[src/rtl/sccb_slave_responder.sv]
// SCCB slave with an internal register file: oversamples sio_c/sio_d on clk,
// accepts ID/sub-address/data writes and serves sequential reads.
module sccb_slave_responder #(
  parameter logic [6:0] SLV_ID      = 7'h21,
  parameter int         REG_DEPTH   = 256,
  parameter logic [7:0] REG_RST_VAL = 8'h00,
  parameter int         AUTO_INC    = 1,
  parameter int         ACK_EN      = 0
) (
  input  logic       clk,
  input  logic       rst_n,
  input  logic       sio_c,
  input  logic       sio_d_i,
  output logic       sio_d_o,
  output logic       sio_d_oe,
  output logic       wr_vld_o,
  output logic [7:0] wr_addr_o,
  output logic [7:0] wr_data_o,
  output logic       rd_vld_o,
  output logic       err_o,
  output logic       busy_o
);

  localparam int AW = (REG_DEPTH > 1) ? $clog2(REG_DEPTH) : 1;

  typedef enum logic [2:0] {
    S_IDLE, S_ID, S_SUB, S_WDAT, S_RDAT, S_IGNORE
  } state_t;

  state_t     r_state;
  logic       r_c_meta, r_c_sync, r_c_prev;
  logic       r_d_meta, r_d_sync, r_d_prev;
  logic [3:0] r_bit;
  logic [7:0] r_sh;
  logic [7:0] r_tx;
  logic [7:0] r_ptr;
  logic       r_rd_nack;
  logic       r_oe, r_do;
  logic       r_wr_vld, r_rd_vld, r_err, r_busy;
  logic [7:0] r_wr_addr, r_wr_data;
  logic [7:0] r_mem [REG_DEPTH];

  logic       w_c_rise, w_c_fall, w_start, w_stop;
  logic       w_in_rng, w_id_match;
  logic [7:0] w_byte, w_ptr_nxt, w_rd_byte;

  assign w_c_rise   = r_c_sync & ~r_c_prev;
  assign w_c_fall   = ~r_c_sync & r_c_prev;
  assign w_start    = r_c_sync & r_c_prev & r_d_prev & ~r_d_sync;
  assign w_stop     = r_c_sync & r_c_prev & ~r_d_prev & r_d_sync;
  assign w_byte     = {r_sh[6:0], r_d_sync};
  assign w_in_rng   = ({1'b0, r_ptr} < 9'(REG_DEPTH));
  assign w_id_match = (r_sh[7:1] == SLV_ID);
  assign w_ptr_nxt  = (AUTO_INC == 0) ? r_ptr :
                      (r_ptr == 8'(REG_DEPTH - 1)) ? 8'd0 : r_ptr + 8'd1;
  assign w_rd_byte  = w_in_rng ? r_mem[r_ptr[AW-1:0]] : 8'hFF;

  // Synchronizers idle high so reset never fabricates a start or stop.
  always_ff @(posedge clk or negedge rst_n) begin
    if (!rst_n) begin
      r_c_meta <= 1'b1; r_c_sync <= 1'b1; r_c_prev <= 1'b1;
      r_d_meta <= 1'b1; r_d_sync <= 1'b1; r_d_prev <= 1'b1;
    end else begin
      r_c_meta <= sio_c;   r_c_sync <= r_c_meta; r_c_prev <= r_c_sync;
      r_d_meta <= sio_d_i; r_d_sync <= r_d_meta; r_d_prev <= r_d_sync;
    end
  end

  always_ff @(posedge clk or negedge rst_n) begin
    if (!rst_n) begin
      r_state   <= S_IDLE;
      r_bit     <= 4'd0;
      r_sh      <= 8'h00;
      r_tx      <= 8'h00;
      r_ptr     <= 8'h00;
      r_rd_nack <= 1'b0;
      r_oe      <= 1'b0;
      r_do      <= 1'b1;
      r_wr_vld  <= 1'b0;
      r_rd_vld  <= 1'b0;
      r_err     <= 1'b0;
      r_busy    <= 1'b0;
      r_wr_addr <= 8'h00;
      r_wr_data <= 8'h00;
      for (int i = 0; i < REG_DEPTH; i++) r_mem[i] <= REG_RST_VAL;
    end else begin
      r_wr_vld <= 1'b0;
      r_rd_vld <= 1'b0;
      r_err    <= 1'b0;
      if (w_start) begin
        r_state   <= S_ID;
        r_bit     <= 4'd0;
        r_busy    <= 1'b1;
        r_rd_nack <= 1'b0;
        r_oe      <= 1'b0;
        r_do      <= 1'b1;
      end else if (w_stop) begin
        r_state <= S_IDLE;
        r_bit   <= 4'd0;
        r_busy  <= 1'b0;
        r_oe    <= 1'b0;
        r_do    <= 1'b1;
      end else begin
        if (w_c_rise && r_state != S_IDLE && r_state != S_IGNORE) begin
          r_bit <= (r_bit == 4'd8) ? 4'd0 : r_bit + 4'd1;
          if (r_bit != 4'd8) r_sh <= w_byte;
          case (r_state)
            S_ID: if (r_bit == 4'd8) begin
              if (!w_id_match) begin
                r_state <= S_IGNORE;
                r_err   <= 1'b1;
              end else if (r_sh[0]) begin
                r_state   <= S_RDAT;
                r_tx      <= w_rd_byte;
                r_rd_vld  <= 1'b1;
                r_rd_nack <= 1'b0;
                if (!w_in_rng) r_err <= 1'b1;
              end else begin
                r_state <= S_SUB;
              end
            end
            S_SUB: begin
              if (r_bit == 4'd7) r_ptr <= w_byte;
              if (r_bit == 4'd8) r_state <= S_WDAT;
            end
            S_WDAT: if (r_bit == 4'd7) begin
              if (w_in_rng) begin
                r_mem[r_ptr[AW-1:0]] <= w_byte;
                r_wr_vld  <= 1'b1;
                r_wr_addr <= r_ptr;
                r_wr_data <= w_byte;
              end else begin
                r_err <= 1'b1;
              end
              r_ptr <= w_ptr_nxt;
            end
            S_RDAT: begin
              if (r_bit == 4'd7) r_ptr <= w_ptr_nxt;
              // A NACK from the master ends the read burst: keep the bus
              // released so the master can still drive stop/start.
              if (r_bit == 4'd8) begin
                r_rd_nack <= r_d_sync;
                if (!r_d_sync) begin
                  r_tx     <= w_rd_byte;
                  r_rd_vld <= 1'b1;
                  if (!w_in_rng) r_err <= 1'b1;
                end
              end
            end
            default: ;
          endcase
        end
        if (w_c_fall) begin
          r_oe <= 1'b0;
          r_do <= 1'b1;
          case (r_state)
            S_RDAT: if (r_bit != 4'd8 && !r_rd_nack) begin
              r_oe <= 1'b1;
              r_do <= r_tx[3'd7 - r_bit[2:0]];
            end
            S_ID: if (ACK_EN != 0 && r_bit == 4'd8 && w_id_match) begin
              r_oe <= 1'b1;
              r_do <= 1'b0;
            end
            S_SUB, S_WDAT: if (ACK_EN != 0 && r_bit == 4'd8) begin
              r_oe <= 1'b1;
              r_do <= 1'b0;
            end
            default: ;
          endcase
        end
      end
    end
  end

  assign sio_d_o   = r_do;
  assign sio_d_oe  = r_oe;
  assign wr_vld_o  = r_wr_vld;
  assign wr_addr_o = r_wr_addr;
  assign wr_data_o = r_wr_data;
  assign rd_vld_o  = r_rd_vld;
  assign err_o     = r_err;
  assign busy_o    = r_busy;

endmodule

[config.mk]
export PLATFORM = sky130hd
export DESIGN_NAME = sccb_slave_responder
export DESIGN_NICKNAME = d
export VERILOG_FILES = /design/src/rtl/sccb_slave_responder.sv
export SDC_FILE = /design/constraint.sdc
export NUM_CORES = 2
export LEC_CHECK = 0
export CAP_MARGIN = 20
export CORE_ASPECT_RATIO = 1.75
export CORE_MARGIN = 4
export CORE_UTILIZATION = 60
export CTS_BUF_LIST = sky130_fd_sc_hd__clkbuf_8
export CTS_CLUSTER_DIAMETER = 60
export DETAILED_ROUTE_END_ITERATION = 8
export PLACE_DENSITY_LB_ADDON = 0.25
export SYNTH_ARGS = -nofsm -noshare
export SYNTH_HDL_FRONTEND = slang
export SYNTH_SLANG_ARGS = --single-unit
[constraint.sdc]
create_clock -name clk -period 3.05 [get_ports clk]
set_input_delay 0.4575 -clock clk [delete_from_list [all_inputs] [get_ports clk]]
set_output_delay 0.4575 -clock clk [all_outputs]
set_load 0.005 [all_outputs]
Word-level counts from Yosys, hierarchy flattened
Index checks and enable logic that the tools add are counted.
{ "word_totals": {"ff_bits": 2108, "input_bits": 4, "wordCells": 411, "output_inout_bits": 22} }
{ "classes": {"bitwise": 14, "n_addsub": 3, "n_reduce_logical": 21, "muxes": 70, "order_cmp": 3, "eq_ne": 24} }
{ "op_table": {"columns": ["cell", "count"], "rows": [
  ["bitwise mux 2048 bit", 1],
  ["2-to-1 mux 8 bit", 11],
  ["binary-select mux 8 bit (select 8 bit)", 1],
  ["demux 8 bit (select 8 bit)", 1],
  ["2-to-1 mux 1 bit", 39],
  ["case mux 8 bit (2 select lines)", 2],
  ["2-to-1 mux 3 bit", 7],
  ["2-to-1 mux 4 bit", 4],
  ["inequality test 3 bit (second input constant)", 5],
  ["inequality test 2 bit (second input constant)", 7],
  ["inequality test 4 bit (second input constant)", 3],
  ["nonzero test 3 bit", 4],
  ["greater-or-equal comparator 9 bit (second input constant)", 1],
  ["< comparator 9 x 1 -> 1 bit (second input constant)", 1],
  ["NOT 8 -> 9 bit", 1],
  ["AND reduction 9 bit", 1],
  ["adder 8 x 1 -> 8 bit (second input constant)", 1],
  ["== test 8 bit (second input constant)", 1],
  ["AND reduction 4 bit", 2],
  ["nonzero test 2 bit", 4],
  ["AND 1 bit", 7],
  ["== test 7 x 6 -> 1 bit (second input constant)", 1],
  ["AND reduction 7 bit", 1],
  ["== test 3 x 2 -> 1 bit (second input constant)", 2],
  ["18 further kinds", 27]
]} }

Logic depth before layout (Yosys ltp)
{ "logic_depth": {"word_depth": 8, "depth_mapped": 13, "ltp_nobuf": 9} }

Worst setup path before layout
OpenSTA, ideal clock, no wires.
{ "synth_timing": {"path_kind": "reg-to-reg", "startpoint": "register r_ptr[1]", "endpoint": "register r_mem[1560] in the netlist's numbering", "path_slack_ns": -0.139, "synth_period_minus_slack_ns": 3.189, "required_time_ns": 2.925, "setup_ns": 0.125, "stages_incl_launch_ff": 13, "n_path_buf": 7, "arrival_ns": 3.064, "path_cell_list": "dfrtp_1 -> buf_2 -> buf_2 -> buf_1 -> clkbuf_1 -> clkbuf_1 -> inv_1 -> ha_1 -> and3_1 -> buf_2 -> buf_2 -> nand2_1 -> mux2_2"} }
{ "synth_via": {"elab_chain_len": 6, "elab_cells_between_ends": 7, "cone_classes": "2 x order compare; 3 x mux; 1 x bitwise; 1 x reduce/logical"} }
{ "synth_rtl": {"columns": ["element", "line_no", "source"], "rows": [
  ["from (decl)", "36", "logic [7:0] r_ptr;"],
  ["from (signal assigned)", "123", "if (r_bit == 4'd7) r_ptr <= w_byte;"],
  ["from (signal assigned)", "135", "r_ptr <= w_ptr_nxt;"],
  ["from (signal assigned)", "138", "if (r_bit == 4'd7) r_ptr <= w_ptr_nxt;"],
  ["NOT 8 -> 9 bit (not written as such) (*)", "128", "r_mem[r_ptr[AW-1:0]] <= w_byte;"],
  ["greater-or-equal comparator 9 bit (not written as such) / < comparator 9 x 1 -> 1 bit (equally long branches)", "128", null],
  ["logical AND 1 bit (not written as such)", "128", null],
  ["2-to-1 mux 8 bit (not written as such)", "128", null],
  ["demux 8 bit (select 8 bit) (*)", "128", null],
  ["bitwise mux 2048 bit (*)", "128", null],
  ["to (signal, indexed assignment)", "128", null],
  ["to (decl)", "41", "logic [7:0] r_mem [REG_DEPTH];"]
]} }
Every way passes the cells marked *; elsewhere a longest branch is shown, timed or not.
A chain may end at the register's enable or synchronous reset.

Worst setup path after layout
{ "layout_timing": {"startpoint": "register r_ptr[0]", "endpoint": "register r_tx[0]"} }
{ "layout_via": {"elab_chain_len": 8, "elab_cells_between_ends": 10, "cone_classes": "9 x mux; 1 x bitwise"} }
{ "layout_rtl": {"columns": ["element", "line_no", "source"], "rows": [
  ["NOT 8 -> 9 bit (not written as such) (*)", "56", "assign w_rd_byte = w_in_rng ? r_mem[r_ptr[AW-1:0]] : 8'hFF;"],
  ["binary-select mux 8 bit (select 8 bit) (*)", "56", null],
  ["2-to-1 mux 8 bit (not written as such) (*) (2 in series)", "56", null],
  ["2-to-1 mux 8 bit", "112", "end else if (r_sh[0]) begin"],
  ["2-to-1 mux 8 bit", "109", "if (!w_id_match) begin"],
  ["2-to-1 mux 8 bit", "108", "S_ID: if (r_bit == 4'd8) begin"],
  ["case mux 8 bit (2 select lines) (*)", "107", "case (r_state)"],
  ["to (signal assigned)", "114", "r_tx <= w_rd_byte;"],
  ["to (signal assigned)", "144", "r_tx <= w_rd_byte;"],
  ["to (decl)", "35", "logic [7:0] r_tx;"]
]} }
Every way passes the cells marked *; elsewhere a longest branch is shown, timed or not. The select of a mux whose other input is x is not followed.

==> reports/metrics.cfg <==
[synth]
yosysWarnings = 0
async_flop_share_pct = 100
yosysSeqAreaShare_pct = 53.4
ys_types = 67
netlist_instances = 6121
synth_seq_cells = 2108
syn_area_sq_mm = 0.0987
synth_fp_nets = 6131
synth_edf_count = 0
synth_mux_area_share_pct = 38.8
synthFlopType = dfrtp_1
synth_compound_area_share_pct = 1.82
post_synth_xor_area_fraction_pct = 0.0253
syn_area_per_cell_sq_um = 16.1
synth_top_family_by_area = multiplexers
synthSimpleGateAreaFrac_pct = 3.63
synth_fa_ha_area_share_pct = 0.0760

[die]
die_w_um = 315
die_area_sq_mm = 0.171
core_area_sq_mm = 0.163
ioPinCount = 26
start_util_pct = 60.4
die_height_um = 545
rows = 196

[cts]
cts-buffers-inserted = 309
cts.sinks = 2108
clockBufferDepth = 4
cts.root.buffer_cell = clkbuf_8
cts_tree = built
clk_latency_ns = 0.96
cts.clk_slew.worst_paths_ns = 0.07
htreeDepth = 5

[critical_path]
cp.arrival_ns = 4.03
r2r-start = r_ptr[0]$_DFFE_PN0P_
r2r_setup_slack_ns = -0.08
worst_setup_path_start_kind = flop
critPathCaptureType = flop
critPathMaxStageDelay_ns = 0.54
r2r_cells = 12
cp_slowest_cell = dfrtp_4
crit_type = flop to flop
reg2reg_to = r_tx[0]$_DFFE_PN0P_
critPathBufInv = 5
cpMostUsedCell = buf_4
crit_family = buffers and inverters
crit_path_max_fanout = 5
cp.required_ns = 3.95
path_cells = buf_12, clkbuf_16, buf_16, mux4_2, o22a_1, o221ai_4, nor4_4, buf_4, a31oi_2, a2111oi_2, buf_4, o32a_1

[sta]
fin_crit_ns = 3.13
max-slew-margin-rel_pct = 14.9
finalHoldViolCount = 0
setup_tns_ns = -1.23
setup_slack_ns = -0.0810
post-route-period-util_pct = 103
max_freq_mhz = 319
setup_viol = 34
worst_pin_slew_ns = 1.28
rsz0062_at_grt = yes
drv_slew = 0
fin_skew_ns = 0.0591

[global_route]
grt_pass1_vias = 63700
grt_pass1_wl_um = 418000
grt_overflow = 0
grtUsageTotal_pct = 32.9
grt_max_degree = 195
antenna_found_initial = 9

[drt]
drt_iter0_drc = 4646
avgRoutedWirePerCell_um = 31.0
antenna_left = 0
wl_um = 279000
drc = 0
viasPerCell = 6.48
firstDrtPassIters = 6
vias = 58300

[power]
p_per_area_mw_per_mm2 = 491
intPower_mw = 40.5
clockPowerShare_pct = 40.6
switching_share_pct = 27.4
p_sw_mw = 15.3
p_comb_share_pct = 8.9
finalPower_mw = 55.7
peakVddDrop_mv = 3.14
p_leak_nw = 54.9
seqPwrFrac_pct = 50.5

[cells_and_area]
num-nets-final = 6611
final_area_sq_mm = 0.113
drive_gt1_share_pct = 57.6
mostFrequentLayoutCell = dfrtp_1
syn_to_final_growth_pct = 14.9
layout_common_cells = dfrtp_1, mux2_2, mux4_2, mux2_4, buf_4

[place]
port_buffers = 25
gp_congestion = 0.913
post-dp-hpwl_um = 185000
placed_cell_area_sq_mm = 0.106

[job]
max_cap_viol_count = 0

[run_status]
violations = setup timing
run_status = complete, but fails checks

[worst_hold_path]
hp-class = input pin to asynchronous set/reset pin

==> state kept, by name, summed over array words and instances, names as in the netlist <==
register	cells
r_mem	2048
r_ptr	8
r_sh	8
r_tx	8
wr_addr_o	8
wr_data_o	8
r_bit	4
r_state	3
busy_o	1
err_o	1
r_c_meta	1
r_c_prev	1
r_c_sync	1
r_d_meta	1
r_d_prev	1
r_d_sync	1
r_rd_nack	1
rd_vld_o	1
sio_d_o	1
sio_d_oe	1
wr_vld_o	1
==> worst max path at each step <==
stage                                    start                      end  slack, ns  depth (start not counted)
after floorplan           r_ptr[0]$_DFFE_PN0P_  r_mem[1560]$_DFFE_PN0P_      -0.07                         13
after global placement    r_ptr[0]$_DFFE_PN0P_      r_tx[7]$_DFFE_PN0P_      -0.73                          8
after detailed placement  r_ptr[0]$_DFFE_PN0P_      r_tx[7]$_DFFE_PN0P_      -0.69                          8
after CTS                 r_ptr[0]$_DFFE_PN0P_      r_tx[2]$_DFFE_PN0P_      -0.08                          9
after global routing      r_ptr[0]$_DFFE_PN0P_      r_tx[0]$_DFFE_PN0P_      -0.13                         12
final                     r_ptr[0]$_DFFE_PN0P_      r_tx[0]$_DFFE_PN0P_      -0.08                         12
==> area by class of cell <==
type,instances,area (sq um)
diodes,4,10.0
clock buffers,383,5270
clock inverters,147,782
fillers,10900,49900
inverters,11,41.3
multi-input cells,3532,44500
flip-flops and latches,2108,52800
well taps,2178,2730
repair buffers,639,7260
==> cells in the mapped netlist, types with 12 or more instances <==
| cell | instances | area, sq um |
|---|---|---|
| dfrtp_1 | 2101 | 52600 |
| o22ai_1 | 37 | 231 |
| mux4_2 | 542 | 12200 |
| nand3_1 | 31 | 155 |
| clkbuf_1 | 309 | 1160 |
| mux2_4 | 480 | 7210 |
| a221oi_1 | 17 | 149 |
| buf_1 | 36 | 135 |
| buf_2 | 89 | 445 |
| nor2b_1 | 14 | 87.6 |
| nand2_8 | 60 | 1200 |
| nor2_1 | 59 | 221 |
| mux2_2 | 1581 | 17800 |
| a21oi_1 | 43 | 215 |
| o21ai_0 | 48 | 240 |
| buf_4 | 29 | 218 |
| a22oi_1 | 46 | 345 |
| a31oi_1 | 12 | 75.1 |
| mux2i_1 | 113 | 1130 |
| nand2_1 | 258 | 968 |
| nor2_4 | 31 | 349 |
| and3_1 | 18 | 113 |
==> power groups by stage <==
stage                     clock network, mW  registers [mW]  logic, mW
after floorplan                           0            28.6       2.66
after global placement                    0            28.7       4.84
after detailed placement                  0            28.7       4.97
after CTS                              23.0            28.1       4.99
after global routing                   24.2            28.1       5.31
final                                  22.6            28.1       4.94
==> cell families after synthesis <==
kind of cell | Yosys count
flip-flops | 2108
XOR/XNOR | 2
buffers and inverters | 481
adder cells (fa/ha/maj) | 6
AO/OA/AOI/OAI | 265
AND/OR/NAND/NOR | 543
multiplexers | 2716
==> layer usage <==
layer | vias up | wire length (um) | GRT usage (%) | part of all wire [%]
met2 | 2135 | 139000 | 54.8 | 50
met1 | 31500 | 100000 | 39.1 | 36
met3 | 867 | 15800 | 5.85 | 5.7
li1 | 23800 | - | - | -
met4 | 4 | 23500 | 22.7 | 8.4
met5 | - | 23 | 0 | 0.0082
==> per-stage QoR <==
stage	setup slack, ns	hold WS [ns]	instances	util [%]
2_1_floorplan	-0.0703	0.162	6121	-
3_3_place_gp	-0.733	0.347	8385	64.8
3_5_place_dp	-0.691	0.348	8386	64.8
4_1_cts	-0.0822	0.0629	8931	68.8
5_1_grt	-0.134	0.0954	9000	69.4
6_report	-0.0810	0.0956	9002	69.4
==> timing repair <==
| action | 4_1_cts | 5_1_grt |
|---|---|---|
| setup endpoints to repair | 228 | 757 |
| cloned | 1 | 6 |
| pin swaps | 2 | 27 |
| hold buffers | 3 | 0 |
| buffers inserted | 11 | 63 |
| endpoints found under the hold margin | 883 | 0 |
| gates resized for setup | 80 | 95 |
Note: power is estimated with default switching activity, not from simulation.
